--- config.mk ---
export PLATFORM = sky130hd
export DESIGN_NAME = seg_scan
export DESIGN_NICKNAME = d
export VERILOG_FILES = /design/src/rtl/seg_scan_pkg.sv /design/src/rtl/seg_scan_tick_div.sv /design/src/rtl/seg_scan.sv
export SDC_FILE = /design/constraint.sdc
export NUM_CORES = 1
export LEC_CHECK = 0
export ABC_AREA = 1
export CAP_MARGIN = 20
export CORE_AREA = 2 2 70 99
export DETAILED_ROUTE_END_ITERATION = 8
export DIE_AREA = 0 0 72 101
export PLACE_DENSITY = 0.67
export REMOVE_ABC_BUFFERS = 1
export SKIP_CTS_REPAIR_TIMING = 1
export SLEW_MARGIN = 5
export SYNTH_ARGS = -nofsm -noshare
export SYNTH_HDL_FRONTEND = slang
export SYNTH_HIERARCHICAL = 1
export SYNTH_SLANG_ARGS = --single-unit
--- constraint.sdc ---
create_clock -name clk -period 5.5 [get_ports clk]
set_input_delay 0.825 -clock clk [delete_from_list [all_inputs] [get_ports clk]]
set_output_delay 0.825 -clock clk [all_outputs]
set_load 0.02 [all_outputs]
--- src/rtl/seg_scan_pkg.sv ---
// Shared constants and helpers for the 4-digit 7-segment scanner.
// A nibble above 9 has no segment code and is blanked instead of shown.
package seg_pkg;

   localparam int         NDIG    = 4;
   localparam logic [3:0] DIG_OFF = 4'b1111;
   localparam logic [3:0] BCD_MAX = 4'd9;

   function automatic logic is_bcd(input logic [3:0] nib);
      return (nib <= BCD_MAX);
   endfunction

endpackage

--- src/rtl/seg_scan_tick_div.sv ---
// Digit-slot prescaler: counts 0..DIV-1 while enabled and strobes o_wrap on the last count.
// o_wrap is combinational and already qualified by i_en, so callers can act on it directly.
module tick_div #(
   parameter int DIV = 50000
) (
   input  logic                    i_clk,
   input  logic                    i_rst,
   input  logic                    i_en,
   output logic [$clog2(DIV)-1:0]  o_cnt,
   output logic                    o_wrap
);

   localparam int              CW   = $clog2(DIV);
   localparam logic [CW-1:0]   LAST = CW'(DIV - 1);

   logic [CW-1:0] r_cnt;

   // Slot counter; holds its value while disabled.
   always_ff @(posedge i_clk or posedge i_rst) begin
      if (i_rst) begin
         r_cnt <= '0;
      end else if (i_en) begin
         if (r_cnt == LAST) begin
            r_cnt <= '0;
         end else begin
            r_cnt <= r_cnt + CW'(1);
         end
      end
   end

   assign o_cnt  = r_cnt;
   assign o_wrap = i_en && (r_cnt == LAST);

endmodule

--- src/rtl/seg_scan.sv ---
// Four-digit time-multiplexed 7-segment scanner with a frame-consistent input shadow,
// leading-zero suppression, invalid-digit blanking and per-slot anti-ghost blanking.
import seg_pkg::*;

module seg_scan #(
   parameter int DIV   = 50000,
   parameter int BLANK = 16
) (
   input  logic        clk,
   input  logic        rst,
   input  logic        en,
   input  logic [15:0] digits,
   input  logic [3:0]  dp_mask,
   input  logic        lz_blank,
   output logic [3:0]  bcd_out,
   output logic [3:0]  dig_sel,
   output logic        dp_out,
   output logic        frame_tick
);

   localparam int CW = $clog2(DIV);
   localparam int IW = $clog2(NDIG);

   logic [CW-1:0] w_cnt;
   logic          w_wrap;
   logic          w_frame_wrap;

   logic [IW-1:0] r_idx;
   logic [15:0]   r_shadow;
   logic [3:0]    r_shadow_dp;
   logic          r_shadow_lz;
   logic          r_primed;

   logic [3:0]    r_bcd;
   logic [3:0]    r_sel;
   logic          r_dp;
   logic          r_frame_tick;

   logic [3:0]    w_nib;
   logic          w_dp;
   logic          w_higher_zero;
   logic          w_suppress;
   logic          w_invalid;
   logic          w_in_blank;
   logic [3:0]    w_bcd_nxt;
   logic [3:0]    w_sel_nxt;
   logic          w_dp_nxt;

   tick_div #(.DIV(DIV)) u_div (
      .i_clk  (clk),
      .i_rst  (rst),
      .i_en   (en),
      .o_cnt  (w_cnt),
      .o_wrap (w_wrap)
   );

   assign w_frame_wrap = w_wrap && (r_idx == IW'(NDIG - 1));

   // Digit index advances once per slot wrap.
   always_ff @(posedge clk or posedge rst) begin
      if (rst) begin
         r_idx <= '0;
      end else if (w_wrap) begin
         r_idx <= r_idx + IW'(1);
      end
   end

   // Shadow loads on the first enabled cycle, then only at frame boundaries.
   always_ff @(posedge clk or posedge rst) begin
      if (rst) begin
         r_shadow    <= 16'h0000;
         r_shadow_dp <= 4'b0000;
         r_shadow_lz <= 1'b0;
         r_primed    <= 1'b0;
      end else if (en && (!r_primed || w_frame_wrap)) begin
         r_shadow    <= digits;
         r_shadow_dp <= dp_mask;
         r_shadow_lz <= lz_blank;
         r_primed    <= 1'b1;
      end
   end

   assign w_nib      = r_shadow[{r_idx, 2'b00} +: 4];
   assign w_dp       = r_shadow_dp[r_idx];
   assign w_invalid  = !is_bcd(w_nib);
   assign w_in_blank = (w_cnt < CW'(BLANK));

   // True when every nibble above the current slot is zero.
   always_comb begin
      w_higher_zero = 1'b1;
      case (r_idx)
         2'd0:    w_higher_zero = (r_shadow[15:4]  == 12'h000);
         2'd1:    w_higher_zero = (r_shadow[15:8]  == 8'h00);
         2'd2:    w_higher_zero = (r_shadow[15:12] == 4'h0);
         default: w_higher_zero = 1'b1;
      endcase
   end

   // A lit decimal point keeps an otherwise suppressed zero visible.
   assign w_suppress = r_shadow_lz && (w_nib == 4'd0) && w_higher_zero &&
                       (r_idx != 2'd0) && !w_dp;

   // Next-cycle display values for the current slot.
   always_comb begin
      w_bcd_nxt = w_nib;
      w_sel_nxt = DIG_OFF;
      w_dp_nxt  = 1'b0;
      if (!en) begin
         w_sel_nxt = DIG_OFF;
      end else if (w_in_blank) begin
         w_sel_nxt = DIG_OFF;
      end else if (w_invalid || w_suppress) begin
         w_bcd_nxt = 4'd0;
      end else begin
         w_sel_nxt = ~(4'b0001 << r_idx);
         w_dp_nxt  = w_dp;
      end
   end

   // Registered outputs.
   always_ff @(posedge clk or posedge rst) begin
      if (rst) begin
         r_bcd        <= 4'd0;
         r_sel        <= DIG_OFF;
         r_dp         <= 1'b0;
         r_frame_tick <= 1'b0;
      end else begin
         r_bcd        <= w_bcd_nxt;
         r_sel        <= w_sel_nxt;
         r_dp         <= w_dp_nxt;
         r_frame_tick <= w_frame_wrap;
      end
   end

   assign bcd_out    = r_bcd;
   assign dig_sel    = r_sel;
   assign dp_out     = r_dp;
   assign frame_tick = r_frame_tick;

endmodule

==> results.sh, run 1 <==
export IMPL_dp_hpwl_mm=4.22
export IMPL_crit_type="input port to register"
export IMPL_vias=1953
export IMPL_seq_power_share_pct=55.0
export IMPL_place_congestion=0.910
export IMPL_final_cell_area_um2=3080
export IMPL_synth_seq_cells=50
export IMPL_yosysWarningCount=6
export IMPL_pwr_share_clk_pct=26.0
export IMPL_die_h_um=101
export IMPL_core_area_um2=6440
export IMPL_fmax_mhz=348
export IMPL_nFillCells=634
export IMPL_die_x_um=72
export IMPL_syn_area_um2=2600
export IMPL_avgSynthCellArea_um2=9.04
export IMPL_maxCapViolations=0
export IMPL_drtIter0Drc=88
export IMPL_drive_gt1_share_pct=16.3
export IMPL_leakagePower_nw=1.51
export IMPL_grt_busiest_layer="met2"
export IMPL_insertion_delay_ps=290
export IMPL_min_delay_start="r_shadow[6]$_DFFE_PP0P_"
export IMPL_grt_use_met1_pct=18.2
export IMPL_whs_ps=496
export IMPL_die_area_um2=7270
export IMPL_switching_share_pct=30.4
export IMPL_placedCellCount=391
export IMPL_grt_util_met2_pct=29.0
export IMPL_routedWlPerCell_um=13.3
export IMPL_critPathLaunchType="input port"
export IMPL_ctsHtreeMaxLevel=2
export IMPL_slew_violations=0
export IMPL_grt_use_met3_pct=2.70
export IMPL_diodes=0
export IMPL_synthDistinctLibCells=28
export IMPL_path_depth=9
export IMPL_rsz0062_at_grt="false"
export IMPL_clock_sinks=50
export IMPL_cts_buffers=5
export IMPL_grt_ovfl_total=0
export IMPL_ant_nets=0
export IMPL_initial_core_util_pct=40.4
export IMPL_synthCells=288
export IMPL_cp_startpoint="en"
export IMPL_detail_route_vias_per_cell=4.89
export IMPL_required_ps=5680
export IMPL_fin_cells=399
export IMPL_max_slew_margin_pct=54.1
export IMPL_r2r_end="r_shadow_dp[1]$_DFFE_PP0P_"
export IMPL_crit_arrival_ps=3050
export IMPL_p_int_w=0.000562
export IMPL_hold_viol_final=0
export IMPL_drcViolationCount=0
export IMPL_grt_pass1_vias=2001
export IMPL_hold_end="r_shadow[6]$_DFFE_PP0P_"
export IMPL_antenna_found_initial=0
export IMPL_worstHoldPathType="register to register"
export IMPL_reg2reg_depth=9
export IMPL_pin_count=34
export IMPL_hold_depth=1
export IMPL_cts_tree="built"
export IMPL_comb_power_share_pct=19.0
export IMPL_grt_usage_pct=16.2
export IMPL_finClkSkew_ps=1.81
export IMPL_numPortBuffers=33
export IMPL_critPathCaptureType="register"
export IMPL_dr_pass1_iters=4
export IMPL_cp_top_family="buffers and inverters"
export IMPL_cp_slowest_cell="clkdlybuf4s50_1"
export IMPL_max_vdd_ir_drop_v=0.000129
export IMPL_dpl_worst_slack_ps=2300
export IMPL_placed_area_um2=2990
export IMPL_fin_crit_sh_pct=52.2
export IMPL_clk_pin_slew_ps=80
export IMPL_num_rows=35
export IMPL_final_nets=353
export IMPL_synth_seq_area_share_pct=48.3
export IMPL_cp_num_buf_inv=4
export IMPL_tightest_slew_ps=686
export IMPL_status="complete, no violations"
export IMPL_r2r_start="u_div/o_cnt[0]$_DFFE_PP0P_"
export IMPL_tns_ps=0
export IMPL_cts_max_path_buffers=2
export IMPL_area_growth_pct=18.5
export IMPL_setup_ws_ps=2630
export IMPL_cts_root_buf="clkbuf_8"
export IMPL_power_switching_w=0.000245
export IMPL_wirelength_mm=5.30
export IMPL_p_per_area_nw_per_um2=262
export IMPL_crit_fanout=25
export IMPL_grt_first_pass_wirelength_mm=9.11
export IMPL_crit_chain="clkdlybuf4s50_1 -> nand3_2 -> inv_1 -> nand3_2 -> inv_2 -> nand2_1 -> inv_2 -> o21ai_4 -> mux2_2"
export IMPL_setup_viol=0
export IMPL_r2r_slack_ps=3230
export IMPL_fin_crit_ps=2870
export IMPL_grt_max_degree=26
export IMPL_max_stage_delay_ps=660
==> synth_stat cells <==
cell type   n  share of area [%]
buf_6       1               0.43
a21boi_1    1               0.29
nor2_1     43                6.2
nand4_1     1               0.24
mux2i_1     1               0.38
nand3_2    10                3.8
buf_4       4                1.2
nor2_2      4               0.96
o21ai_0     2               0.38
a31oi_1     1               0.24
dfrtp_1    46                 44
nand2_4     1               0.43
ha_1        5                2.4
nand3_1    21                4.0
nor4_1      1               0.24
mux2_2      5                2.2
mux2_1     13                5.6
o21ai_4     1               0.63
inv_2       7                1.0
nand2_2    10                2.4
xor2_1      7                2.4
xnor2_1     3                1.0
nor2_4      3                1.3
inv_1      23                3.3
dfstp_2     4                4.0
nand2_1    58                8.4
a21oi_1     9                1.7
nor3_1      3               0.58
==> cell type report <==
cell class                      count  area [um2]  area share [%]
Sequential cell                    50        1260            40.7
Multi-Input combinational cell    203        1190            38.7
Timing Repair Buffer               34         338            11.0
Inverter                           30         113            3.65
Tap cell                           74        92.6            3.00
Clock buffer                        7        86.3            2.80
Clock inverter                      1        5.00           0.162
==> sequential cells by signal, summed over array words and instances, names as in the netlist <==
register,flops
r_shadow,16
u_div/o_cnt,16
bcd_out,4
dig_sel,4
r_shadow_dp,4
r_idx,2
dp_out,1
frame_tick,1
r_primed,1
r_shadow_lz,1
==> metal layers <==
layer / routed length [um] / share of wire (%)
met4: 206 / 3.9
met5: 0 / 0
met1: 2050 / 39
met3: 153 / 2.9
met2: 2890 / 54
==> cells by family (layout without fill, tap and decap cells) <==
| family | Yosys count | in the layout | synth area share, % |
|---|---|---|---|
| buffers and inverters | 35 | 72 | 5.91 |
| XOR/XNOR | 10 | 10 | 3.37 |
| AND/OR/NAND/NOR | 155 | 155 | 28.6 |
| adder cells (fa/ha/maj) | 5 | 5 | 2.40 |
| AO/OA/AOI/OAI | 14 | 14 | 3.27 |
| flip-flops | 50 | 50 | 48.3 |
| multiplexers | 19 | 19 | 8.17 |
==> cells in the final DEF (no fill, tap or decap), types with 2 or more instances in the layout <==
cell and instances:
dfstp_2 4, inv_2 7, clkbuf_8 6, mux2_1 13
nor3_1 3, dfrtp_1 46, nand3_2 10, ha_1 5
nor2_4 3, clkdlybuf4s50_1 33, nor2_1 43, a21oi_1 9
nor2_2 4, xor2_1 7, nand3_1 21, mux2_2 5
o21ai_0 2, inv_1 23, nand2_1 58, xnor2_1 3
nand2_2 10
==> how the worst max path moves through the flow <==
stage | endpoint | slack [ps]
finish | r_shadow_dp[1]$_DFFE_PP0P_ | 2630
global placement | r_shadow_dp[3]$_DFFE_PP0P_ | 2380
floorplan | r_shadow[14]$_DFFE_PP0P_ | 3330
detailed placement | r_shadow_dp[1]$_DFFE_PP0P_ | 2300
CTS | r_shadow_dp[1]$_DFFE_PP0P_ | 2620
global route | r_shadow_dp[0]$_DFFE_PP0P_ | 2480
==> through the flow <==
stage	utilization [%]	power (W)
CTS	47.9	0.000822
global route	47.9	0.000868
detailed placement	46.5	0.000606
global placement	46.5	0.000606
floorplan	-	0.000552
finish	47.9	0.000807
==> power by group through the flow <==
stage / Clock, W / Combinational (W) / Sequential, W
floorplan: 0 / 0.000113 / 0.000439
global placement: 0 / 0.000155 / 0.000451
detailed placement: 0 / 0.000156 / 0.000450
CTS: 0.000223 / 0.000156 / 0.000443
global route: 0.000240 / 0.000179 / 0.000449
finish: 0.000210 / 0.000154 / 0.000444
(Power assumes the default switching activity.)
==> run 2, diff against run 1 <==
==> constraint.sdc (replaced) <==
create_clock -name clk -period 2.9 [get_ports clk]
set_input_delay 0.435 -clock clk [delete_from_list [all_inputs] [get_ports clk]]
set_output_delay 0.435 -clock clk [all_outputs]
set_load 0.02 [all_outputs]
==> run 2 against run 1 <==
First-iteration DRC count up 24%. Setup slack worse by 2000 ps. Clock skew rose by 6.5 ps. Register-to-register slack got worse by 2600 ps. Sequential share of layout area decreased by 0.39 points. Sequential cell count unchanged. Global-route usage is 1.3 points lower. Critical path type is now register to register. Critical endpoint is now r_shadow_dp[3]$_DFFE_PP0P_.
==> results.sh, run 2 (synthesized netlist as in run 1, its figures left out) <==
export IMPL_core_area_um2=6440
export IMPL_r2r_slack_ps=660
export IMPL_final_common_cell="nand2_1"
export IMPL_fmax_mhz=445
export IMPL_tns_ps=0
export IMPL_dp_hpwl_mm=3.96
export IMPL_vias=1967
export IMPL_pin_count=34
export IMPL_cts_root_buf="clkbuf_8"
export IMPL_cp_top_family="compound AO/OA/AOI/OAI gates"
export IMPL_final_cell_mix="nand2_1 (58), dfrtp_1 (46), nor2_1 (43)"
export IMPL_fin_crit_ps=2240
export IMPL_crit_arrival_ps=2430
export IMPL_status="complete, no violations"
export IMPL_insertion_delay_ps=300
export IMPL_num_rows=35
export IMPL_wirelength_mm=4.99
export IMPL_detail_route_vias_per_cell=4.91
export IMPL_r2r_end="r_shadow_dp[3]$_DFFE_PP0P_"
export IMPL_leakagePower_nw=1.53
export IMPL_tightest_slew_ps=681
export IMPL_cp_num_buf_inv=3
export IMPL_place_congestion=0.855
export IMPL_die_h_um=101
export IMPL_grt_usage_pct=14.9
export IMPL_cts_max_path_buffers=2
export IMPL_grt_ovfl_total=0
export IMPL_ctsHtreeMaxLevel=2
export IMPL_hold_end="r_shadow[4]$_DFFE_PP0P_"
export IMPL_r2r_start="u_div/o_cnt[0]$_DFFE_PP0P_"
export IMPL_initial_core_util_pct=40.4
export IMPL_final_nets=355
export IMPL_setup_viol=0
export IMPL_antenna_found_initial=0
export IMPL_die_x_um=72
export IMPL_p_per_area_nw_per_um2=517
export IMPL_cts_tree="built"
export IMPL_hold_depth=1
export IMPL_drcViolationCount=0
export IMPL_die_area_um2=7270
export IMPL_worstHoldPathType="register to register"
export IMPL_cp_slowest_cell="o21ai_4"
export IMPL_min_delay_start="r_shadow[4]$_DFFE_PP0P_"
export IMPL_drive_gt1_share_pct=16.5
export IMPL_max_slew_margin_pct=54.4
export IMPL_grt_max_degree=35
export IMPL_fin_crit_sh_pct=77.4
export IMPL_maxCapViolations=0
export IMPL_clk_pin_slew_ps=80
export IMPL_crit_chain="ha_1 -> nand3_2 -> inv_1 -> nand3_2 -> inv_2 -> nand2_1 -> inv_2 -> o21ai_4 -> mux2_2"
export IMPL_routedWlPerCell_um=12.5
export IMPL_drtIter0Drc=109
export IMPL_grt_pass1_vias=1933
export IMPL_hold_viol_final=0
export IMPL_clock_sinks=50
export IMPL_cts_buffers=5
export IMPL_ant_nets=0
export IMPL_diodes=0
export IMPL_reg2reg_depth=9
export IMPL_area_growth_pct=19.6
export IMPL_critPathLaunchType="register"
export IMPL_max_vdd_ir_drop_v=0.000255
export IMPL_rsz0062_at_grt="false"
export IMPL_nFillCells=641
export IMPL_whs_ps=499
export IMPL_max_stage_delay_ps=530
export IMPL_crit_type="register to register"
export IMPL_finClkSkew_ps=8.27
export IMPL_required_ps=3080
export IMPL_critPathCaptureType="register"
export IMPL_slew_violations=0
export IMPL_dr_pass1_iters=4
export IMPL_crit_fanout=25
export IMPL_grt_first_pass_wirelength_mm=8.42
export IMPL_numPortBuffers=33
[run 2: changes by cell type in the layout (fill, tap and decap cells not counted)]
cell | before | now
bufinv_16 | 0 | 1
clkinv_2 | 1 | 0
clkbuf_8 | 6 | 5
clkbuf_1 | 1 | 2
buf_4 | 1 | 3
[run 2: layout make-up]
| cell class | count | area [um2] | area share [%] |
|---|---|---|---|
| sequential | 50 | 1260 | 40.4 |
| multi-input combinational | 203 | 1190 | 38.3 |
| timing repair buffer | 36 | 353 | 11.3 |
| inverter | 30 | 113 | 3.62 |
| tap | 74 | 92.6 | 2.97 |
| clock buffer | 7 | 76.3 | 2.45 |
| clock inverter | 1 | 30.0 | 0.965 |
[run 2: worst max path at each step]
stage | start | to | slack [ps] | cells past startpoint
6_report | u_div/o_cnt[0]$_DFFE_PP0P_ | r_shadow_dp[3]$_DFFE_PP0P_ | 660 | 9
5_1_grt | u_div/o_cnt[0]$_DFFE_PP0P_ | r_shadow_dp[3]$_DFFE_PP0P_ | 480 | 9
4_1_cts | u_div/o_cnt[0]$_DFFE_PP0P_ | r_shadow_dp[3]$_DFFE_PP0P_ | 620 | 9
3_5_place_dp | en | r_shadow_dp[3]$_DFFE_PP0P_ | 450 | 9
3_3_place_gp | en | r_shadow_dp[0]$_DFFE_PP0P_ | 470 | 9
2_1_floorplan | u_div/o_cnt[0]$_DFFE_PP0P_ | r_shadow[14]$_DFFE_PP0P_ | 870 | 9
[run 2: report_power, final]
group | total [W] | leakage, nW | internal, W | switching, W
sequential | 0.000843 | 0.637 | 0.000752 | 0.0000907
combinational | 0.000296 | 0.840 | 0.000124 | 0.000172
clock | 0.000472 | 0.0524 | 0.000258 | 0.000213
total | 0.00161 | 1.53 | 0.00113 | 0.000476
[run 2: per-layer routing]
metal / share of wire (%) / up-vias / GRT usage (%) / routed length [um]
li1: - / 983 / - / -
met1: 38 / 926 / 15.8 / 1920
met2: 55 / 45 / 27.9 / 2740
met3: 4.2 / 13 / 2.70 / 212
met4: 2.5 / 0 / 6.97 / 123
met5: 0 / - / 0 / 0
[run 2: through the flow]
| step | power (W) | cell area [um2] | cells | util [%] | setup WS, ps |
|---|---|---|---|---|---|
| after floorplan | 0.00105 | 2560 | 283 | - | 873 |
| after global placement | 0.00114 | 3010 | 393 | 46.7 | 472 |
| final | 0.00161 | 3110 | 401 | 48.4 | 655 |
| after detailed placement | 0.00115 | 3010 | 393 | 46.7 | 453 |
| after CTS | 0.00163 | 3110 | 401 | 48.4 | 624 |
| after global routing | 0.00171 | 3110 | 401 | 48.4 | 483 |
[run 2: worst register-to-register path, delay by kind of cell, from the launching register on]
| family | cells | cell delay, ps |
|---|---|---|
| compound gates | 1 | 530 |
| fa+ha+maj | 1 | 270 |
| flops | 1 | 430 |
| simple gates | 3 | 300 |
| mux | 1 | 410 |
| buf+inv | 3 | 200 |
